[config.mk]
export PLATFORM = sky130hd
export DESIGN_NAME = load_unit
export DESIGN_NICKNAME = d
export VERILOG_FILES = /design/src/rtl/load_unit_pkg.sv /design/src/rtl/load_unit_decoder.sv /design/src/rtl/load_unit.sv
export SDC_FILE = /design/constraint.sdc
export NUM_CORES = 1
export LEC_CHECK = 0
export ABC_AREA = 1
export CELL_PAD_IN_SITES_DETAIL_PLACEMENT = 1
export CELL_PAD_IN_SITES_GLOBAL_PLACEMENT = 2
export CORE_MARGIN = 8
export CORE_UTILIZATION = 20
export DETAILED_ROUTE_END_ITERATION = 6
export PLACE_DENSITY_LB_ADDON = 0.15
export SLEW_MARGIN = 15
export SYNTH_ARGS = -nofsm -noshare
export SYNTH_HDL_FRONTEND = slang
export SYNTH_SLANG_ARGS = --single-unit
[constraint.sdc]
create_clock -name clk -period 1.54 [get_ports clk]
set_clock_uncertainty 0.2 [all_clocks]
set_input_delay 0.308 -clock clk [delete_from_list [all_inputs] [get_ports clk]]
set_output_delay 0.308 -clock clk [all_outputs]
set_load 0.01 [all_outputs]
[src/rtl/load_unit_pkg.sv]
// Shared load-path types: load op encoding, FSM states and alignment helpers.
package load_unit_pkg;

  localparam int unsigned LOAD_OP_WIDTH = 3;

  typedef enum logic [LOAD_OP_WIDTH-1:0] {
    LOAD_OP_LB  = 3'd0,
    LOAD_OP_LH  = 3'd1,
    LOAD_OP_LW  = 3'd2,
    LOAD_OP_LBU = 3'd4,
    LOAD_OP_LHU = 3'd5
  } load_op_t;

  typedef enum logic [1:0] {
    IDLE,
    RD0,
    RD1,
    RESP
  } state_t;

  function automatic logic load_spans(input load_op_t op, input logic [1:0] k);
    case (op)
      LOAD_OP_LH, LOAD_OP_LHU: load_spans = (k == 2'd3);
      LOAD_OP_LW:              load_spans = (k != 2'd0);
      default:                 load_spans = 1'b0;
    endcase
  endfunction

  // words = {w1, w0}; shifting right by the byte offset covers every alignment case.
  function automatic logic [31:0] load_extract(input load_op_t op, input logic [1:0] k,
                                               input logic [63:0] words);
    logic [31:0] sh;
    sh = 32'(words >> {k, 3'b000});
    case (op)
      LOAD_OP_LB:  load_extract = {{24{sh[7]}}, sh[7:0]};
      LOAD_OP_LH:  load_extract = {{16{sh[15]}}, sh[15:0]};
      LOAD_OP_LBU: load_extract = {24'd0, sh[7:0]};
      LOAD_OP_LHU: load_extract = {16'd0, sh[15:0]};
      default:     load_extract = sh;
    endcase
  endfunction

endpackage

[src/rtl/load_unit_decoder.sv]
// Combinational load decoder: funct3 / AMO flag to load op plus illegal flag.
module load_decoder
  import load_unit_pkg::*;
(
  input  logic [2:0] funct3,
  input  logic       amo_operation_load,
  output load_op_t   load_op,
  output logic       illegal
);

  always_comb begin
    load_op = LOAD_OP_LW;
    illegal = 1'b0;
    if (!amo_operation_load) begin
      case (funct3)
        3'b000:  load_op = LOAD_OP_LB;
        3'b001:  load_op = LOAD_OP_LH;
        3'b010:  load_op = LOAD_OP_LW;
        3'b100:  load_op = LOAD_OP_LBU;
        3'b101:  load_op = LOAD_OP_LHU;
        default: illegal = 1'b1;
      endcase
    end
  end

endmodule

[src/rtl/load_unit.sv]
// Multicycle load unit: one or two word reads, then align/extend and respond.
// Optional LOAD_MISALIGNED_EN splits spanning non-AMO loads into two reads.
module load_unit
  import load_unit_pkg::*;
(
  input  logic        clk,
  input  logic        rst,
  input  logic        req_valid,
  output logic        req_ready,
  input  logic [2:0]  funct3,
  input  logic        amo_operation_load,
  input  logic [31:0] addr,
  output logic        mem_valid,
  input  logic        mem_ready,
  output logic [31:0] mem_addr,
  input  logic [31:0] mem_rdata,
  output logic        rsp_valid,
  output logic [31:0] rsp_data,
  output logic        rsp_fault
);

  state_t   state, state_nxt;
  load_op_t dec_op, op_q;
  logic     dec_illegal;
  logic     req_fire, req_spans, req_fault;
  logic [1:0] k_q;
`ifdef LOAD_MISALIGNED_EN
  logic        spans_q;
  logic [31:0] w0;
`endif

  load_decoder u_dec (
    .funct3             (funct3),
    .amo_operation_load (amo_operation_load),
    .load_op            (dec_op),
    .illegal            (dec_illegal)
  );

  assign req_fire  = req_valid && req_ready;
  assign req_spans = load_spans(dec_op, addr[1:0]);
`ifdef LOAD_MISALIGNED_EN
  assign req_fault = dec_illegal || (amo_operation_load && (addr[1:0] != 2'd0));
`else
  assign req_fault = dec_illegal || req_spans;
`endif

  always_comb begin
    state_nxt = state;
    req_ready = 1'b0;
    mem_valid = 1'b0;
    rsp_valid = 1'b0;
    case (state)
      IDLE: begin
        req_ready = 1'b1;
        if (req_fire) state_nxt = req_fault ? RESP : RD0;
      end
      RD0: begin
        mem_valid = 1'b1;
`ifdef LOAD_MISALIGNED_EN
        if (mem_ready) state_nxt = spans_q ? RD1 : RESP;
`else
        if (mem_ready) state_nxt = RESP;
`endif
      end
`ifdef LOAD_MISALIGNED_EN
      RD1: begin
        mem_valid = 1'b1;
        if (mem_ready) state_nxt = RESP;
      end
`endif
      RESP: begin
        rsp_valid = 1'b1;
        state_nxt = IDLE;
      end
      default: state_nxt = IDLE;
    endcase
  end

  always_ff @(posedge clk) begin
    if (rst) begin
      state     <= IDLE;
      mem_addr  <= '0;
      rsp_data  <= '0;
      rsp_fault <= 1'b0;
      op_q      <= LOAD_OP_LW;
      k_q       <= '0;
`ifdef LOAD_MISALIGNED_EN
      spans_q   <= 1'b0;
      w0        <= '0;
`endif
    end else begin
      state <= state_nxt;
      case (state)
        IDLE: if (req_fire) begin
          op_q <= dec_op;
          k_q  <= addr[1:0];
`ifdef LOAD_MISALIGNED_EN
          spans_q <= req_spans;
`endif
          if (req_fault) begin
            rsp_fault <= 1'b1;
            rsp_data  <= '0;
          end else begin
            mem_addr <= {addr[31:2], 2'b00};
          end
        end
        RD0: if (mem_ready) begin
`ifdef LOAD_MISALIGNED_EN
          if (spans_q) begin
            w0       <= mem_rdata;
            mem_addr <= mem_addr + 32'd4;
          end else begin
            rsp_data  <= load_extract(op_q, k_q, {32'd0, mem_rdata});
            rsp_fault <= 1'b0;
          end
`else
          rsp_data  <= load_extract(op_q, k_q, {32'd0, mem_rdata});
          rsp_fault <= 1'b0;
`endif
        end
`ifdef LOAD_MISALIGNED_EN
        RD1: if (mem_ready) begin
          rsp_data  <= load_extract(op_q, k_q, {mem_rdata, w0});
          rsp_fault <= 1'b0;
        end
`endif
        default: ;
      endcase
    end
  end

endmodule

==> results.ini, run 1 <==
[sta]
fin_ws_ps=-94.58
fin_crit_ps=1635
period_share_pct=106.1
whs_ps=240.7
hold_viol_final=0
rsz0062_at_grt=yes
final_max_slew_viol_count=0
final-setup-viol-count=28
clock.fmax_mhz=611.8

[die]
die_w_um=147.3
boundaryPins=140
die_h_um=147.3
core_um2=17060
die_area_um2=21690
num_rows=48
start_util_pct=20.21

[synth]
synthTopCellsByArea=dfxtp_1 (41%), nand2_1 (14%), a21oi_1 (9.4%), nand3_1 (6.7%), inv_1 (5.6%)
ys_types=29
ys_ff_latch=70
yosys_warnings=0
yosysTopAreaCell=dfxtp_1
synth-edff-count=0
async_flop_share_pct=0
ys_seq_area_share_pct=40.65
syn_area_um2=3447
yosys.area.top_type_share_pct=40.65
synthCells=508
syn_area_per_cell_um2=6.786
synthFlopType=dfxtp_1

[clocking]
clock_path_buffers=2
cts_max_level=3
cts_tree=yes
numClockSinks=70
root_buffer=clkbuf_16
hold_buffers=0
clock_latency_ps=340
cts_made_buffers=9
clkSlewWorstSetupHoldPaths_ps=60

[pwr]
pwr-share-seq_pct=32.9
switchingPower_mw=1.825
p_per_area_nw_per_um2=989.4
clockPowerShare_pct=38.3
combPwrFrac_pct=28.9
switching_share_pct=29.62
vdd_drop_max_v=0.0005051
intPower_mw=4.336
p_total_mw=6.161
p_leak_nw=2.797

[worst_setup_path]
max_stage_delay_ps=380
endpoint_kind=flop
crit_chain=inv_4 -> nor2_4 -> buf_6 -> nand2_8 -> nand2_8 -> nand2_8 -> buf_12 -> clkbuf_16 -> nand2_2 -> a21oi_1
slowest_stage=dfxtp_4
path_max_fanout=6
required_ps=1550
cpLargestDelayFamily=buffers and inverters
start_kind=flop
worst-path-buf-inv=4
worstSetupPathType=reg2reg
cpMostUsedCell=nand2_8
arrival_ps=1650

[finish]
area_growth_pct=80.65
final_layout_size_suffix_gt1_share_pct=23.50
fin_area_um2=6227
nets=769
mostFrequentLayoutCells=nand2_1 (112), dfxtp_1 (66), clkdlybuf4s50_1 (63)
regArea_um2=1411
post-route-util_pct=36.51
final_common_cell=nand2_1
multi_input_area_um2=1907
fillers=2100

[route]
ant_nets=0
vias=3961
dr.first_iter.drc_count=149
firstDrtPassIters=4
drc=0
drt-total-wl_mm=14.56
wl_per_cell_um=15.68
vias_per_cell=4.264

[global_route]
grt-ovfl-total=0
grt_pass1_vias=4409
grt_usage_pct=13.46
antenna_found_initial=3
grt_max_degree=41
grt_pass1_wl_mm=23.05

[place]
routabilityCongestion=0.7703
dp_hpwl_mm=10.91
detailed_place.area_um2=5420
port-buffer-count=137

[flow_run]
cap_violations=0

[worst_hold_path]
min_path_type=reg2reg

[status]
violations=negative setup slack
status=finished with violations

## sequential cells by signal, indices dropped and copies added (netlist names)
| name | cells |
|---|---|
| k_q | 2 |
| mem_addr | 30 |
| op_q | 3 |
| rsp_data | 32 |
| rsp_fault | 1 |
| state | 2 |
## final cells by class
cell class | instances | area share [%]
inverters | 58 | 3.898
clock inverters | 4 | 1.226
well taps | 225 | 4.521
flip-flops and latches | 70 | 22.66
multi-input cells | 351 | 30.62
diodes | 2 | 0.08037
clock buffers | 12 | 4.119
repair buffers | 207 | 32.87
## power groups by stage
stage	registers [mW]	clock network (mW)	logic (mW)
2_1_floorplan	2.11	0	0.668
3_3_place_gp	2.06	0	1.53
3_5_place_dp	2.06	0	1.54
4_1_cts	2.02	2.44	1.64
5_1_grt	2.04	2.53	1.95
6_report	2.02	2.36	1.78
## through the flow
step	setup slack (ps)	std cells	TNS [ps]
detailed placement	-492.7	894	-28290
finish	-94.58	929	-1695
global route	-155.3	929	-5435
CTS	-107.1	922	-2119
global placement	-409.0	894	-25150
floorplan	3.096	509	0
## routing by layer
metal	track usage, %	share of wire, %	vias up
li1	-	-	2006
met1	14.41	41	1841
met2	22.91	49	94
met3	6.090	7.8	18
met4	4.946	1.8	2
met5	0	0.089	-
## worst paths after layout
path	start	to	slack, ps	cells past startpoint
worst max-delay path	state[0]	rsp_data[20]	-90	10
worst min register to register	mem_addr[26]	mem_addr[26]	240	2
worst min-delay path	mem_addr[26]	mem_addr[26]	240	2
worst max register to register	state[0]	rsp_data[20]	-90	10
## tightest hold or removal path, stage by stage, from the launching register on
cell	delay (ps)
dfxtp_1	300
inv_1	50
a21oi_1	50
## synth_stat cells (2+ instances only)
| cell type | number |
|---|---|
| buf_1 | 3 |
| a21oi_1 | 65 |
| dfxtp_1 | 70 |
| nor2_4 | 2 |
| nand2_1 | 130 |
| o21ai_1 | 14 |
| buf_6 | 5 |
| buf_4 | 3 |
| nand3_4 | 2 |
| a21oi_2 | 4 |
| o21ai_0 | 32 |
| nand2_4 | 4 |
| nand3_1 | 46 |
| inv_2 | 4 |
| buf_2 | 10 |
| nand2_2 | 2 |
| clkbuf_1 | 10 |
| inv_1 | 51 |
| nor2_1 | 41 |
## cells by family after synthesis
group	count (synthesis)	share of synthesized area, %
AO/OA/AOI/OAI	117	17.57
buffers and inverters	89	11.58
flip-flops	70	40.65
other	1	0.1088
AND/OR/NAND/NOR	231	30.09
## what timing repair did
action | CTS | global route
gates resized for setup | 119 | 84
setup endpoints to repair | 130 | 69
hold endpoints to repair | 0 | 0
buffers inserted | 10 | 5
pin swaps | 8 | 11
gates cloned | 3 | 1
(Power assumes the default switching activity.)
==> run 2: changes to the inputs <==
==> constraint.sdc (replaced) <==
create_clock -name clk -period 1.54 [get_ports clk]
set_clock_uncertainty 0.2 [all_clocks]
set_input_delay 0.462 -clock clk [delete_from_list [all_inputs] [get_ports clk]]
set_output_delay 0.462 -clock clk [all_outputs]
set_load 0.01 [all_outputs]
==> results.ini, run 2 (synthesized netlist as in run 1, its figures left out) <==
[clocking]
cts_tree=yes
root_buffer=clkbuf_16
numClockSinks=70  ; unchanged
clock_latency_ps=340  ; about the same
hold_buffers=0  ; unchanged
cts_made_buffers=9  ; unchanged
clkSlewWorstSetupHoldPaths_ps=60  ; about the same
cts_max_level=3  ; unchanged
clock_path_buffers=2  ; unchanged

[worst_setup_path]
endpoint_kind=output port
rrSetupSlack_ps=-80  ; about the same
r2r-end=rsp_data[13]
start_kind=flop
worstSetupEndpoint=mem_valid
rr_worst_depth=8  ; -2
r2r_start=state[0]
required_ps=880  ; -670 ps
arrival_ps=970  ; -680 ps
worstSetupPathType=reg2out
setup.worst_path.start=state[0]
path_max_fanout=3  ; -3

[die]
die_h_um=147.3  ; unchanged
core_um2=17060  ; unchanged
boundaryPins=140  ; unchanged
start_util_pct=20.21  ; unchanged
die_w_um=147.3  ; unchanged
die_area_um2=21690  ; unchanged
num_rows=48  ; unchanged

[global_route]
grt_pass1_vias=4296  ; -2.6%
grt_max_degree=29  ; -29%
grt_usage_pct=13.55  ; +0.084 points
antenna_found_initial=2  ; -1
grt-ovfl-total=0  ; unchanged
grt_pass1_wl_mm=23.34  ; +1.3%

[sta]
clock.fmax_mhz=610.9  ; -0.14%
hold_viol_final=0  ; unchanged
final_max_slew_viol_count=0  ; unchanged
final-setup-viol-count=67  ; +140%
rsz0062_at_grt=yes
fin_ws_ps=-96.81  ; -2.229 ps
fin_crit_ps=1637  ; +2.229 ps
period_share_pct=106.3  ; +0.14 points

[route]
drc=0  ; unchanged
dr.first_iter.drc_count=101  ; -32%
vias_per_cell=4.258  ; -0.14%
drt-total-wl_mm=15.05  ; +3.3%
ant_nets=0  ; unchanged
firstDrtPassIters=4  ; unchanged
dr_wl_met2_mm=7.213  ; +0.57%
wl_per_cell_um=16.22  ; +3.4%
wl_met3_um=939  ; -18%
vias=3951  ; -0.25%
routed.top_layer=met5
wl_met1_mm=6.674  ; +12%

[finish]
multi_input_area_um2=2232  ; +17%
top_register=rsp_data
area_growth_pct=83.67
largest_reg_flops=32  ; unchanged
nets=769  ; unchanged
final_common_cell=nand2_1
final_layout_size_suffix_gt1_share_pct=45.87  ; +22 points
fillers=2068  ; -1.5%
instances_no_fill=928  ; -0.11%
mostFrequentLayoutCells=nand2_1 (86), buf_2 (60), clkdlybuf4s50_1 (55)
top_regs=rsp_data (32), mem_addr (30), op_q (3)
regArea_um2=1450  ; +2.7%

[status]
status=finished with violations
violations=negative setup slack

[worst_hold_path]
holdCritStartpoint=mem_addr[29]
min_path_type=reg2reg

[pwr]
p_leak_nw=2.824  ; +0.95%
vdd_drop_max_v=0.0005239  ; +3.7%
p_per_area_nw_per_um2=972.7  ; -1.7%

[place]
routabilityCongestion=0.7791  ; +1.1%
place_worst_setup_slack_ps=-594.3  ; -101.6 ps
dp_hpwl_mm=10.85  ; -0.59%
port-buffer-count=137  ; unchanged
placed_cells=894  ; unchanged

[flow_run]
cap_violations=0  ; unchanged

==> run 2: cell types whose count changed in the layout (fill, tap and decap cells not counted), moves of 7 or more <==
cell             delta
a21oi_2            +33
clkdlybuf4s50_1     -8
a21oi_1            -31
dfxtp_1            -29
o21ai_0             +7
dlygate4sd2_1      -44
o21ai_1            -14
clkdlybuf4s15_1     -7
nand2_4            +21
buf_2              +60
dfxtp_2            +28
nand2_1            -26
buf_12              -8
==> run 2: worst min-delay path by stage <==
| stage | slack, ps | cells past startpoint | end |
|---|---|---|---|
| after global placement | 230 | 2 | mem_addr[23] |
| after global routing | 270 | 2 | mem_addr[2] |
| after detailed placement | 240 | 2 | mem_addr[11] |
| after floorplan | 270 | 2 | mem_addr[26] |
| final | 240 | 2 | mem_addr[29] |
| after CTS | 250 | 2 | mem_addr[11] |
==> run 2: timing repair <==
item / 4_1_cts / 5_1_grt
pin swaps: 24 / 39
gates cloned: 5 / 4
setup endpoints to repair: 130 / 70
setup buffers: 5 / 3
hold endpoints to repair: 0 / 0
gates resized for setup: 376 / 136
==> run 2: where the power goes <==
part	switching, mW	leakage (nW)	internal (mW)
combinational	0.980	2.08	0.873
clock	0.858	0.159	1.39
sequential	0.0977	0.587	1.96
==> run 2: routing by layer <==
metal  global-route usage (%)  up-vias
met1                    15.74     1819
met3                    4.583       18
li1                         -     2020
met2                    22.66       92
met4                    4.946        2
met5                        0        -
==> run 2: final cells by class <==
cell class / instances / share of cell area, %
clock buffers: 12 / 4.209
multi-input cells: 351 / 35.26
repair buffers: 207 / 28.58
inverters: 58 / 3.735
clock inverters: 4 / 0.8300
well taps: 225 / 4.447
flip-flops and latches: 70 / 22.91
diodes: 1 / 0.03953
==> run 2: critical path, stage by stage (launching register included) <==
cell and delay, ps:
dfxtp_4 360, inv_2 40, nor2_4 110, buf_6 120
==> run 2: metrics by stage <==
stage,area (um^2),setup TNS (ps),power [mW],util [%],hold WS (ps)
floorplan,3460,0,2.774,-,267.1
global placement,5378,-35160,3.562,31.53,229.6
detailed placement,5378,-36990,3.579,31.53,236.6
CTS,5777,-5364,6.025,33.87,245.4
global route,6331,-7865,6.495,37.12,270.4
finish,6331,-2923,6.158,37.12,242.2
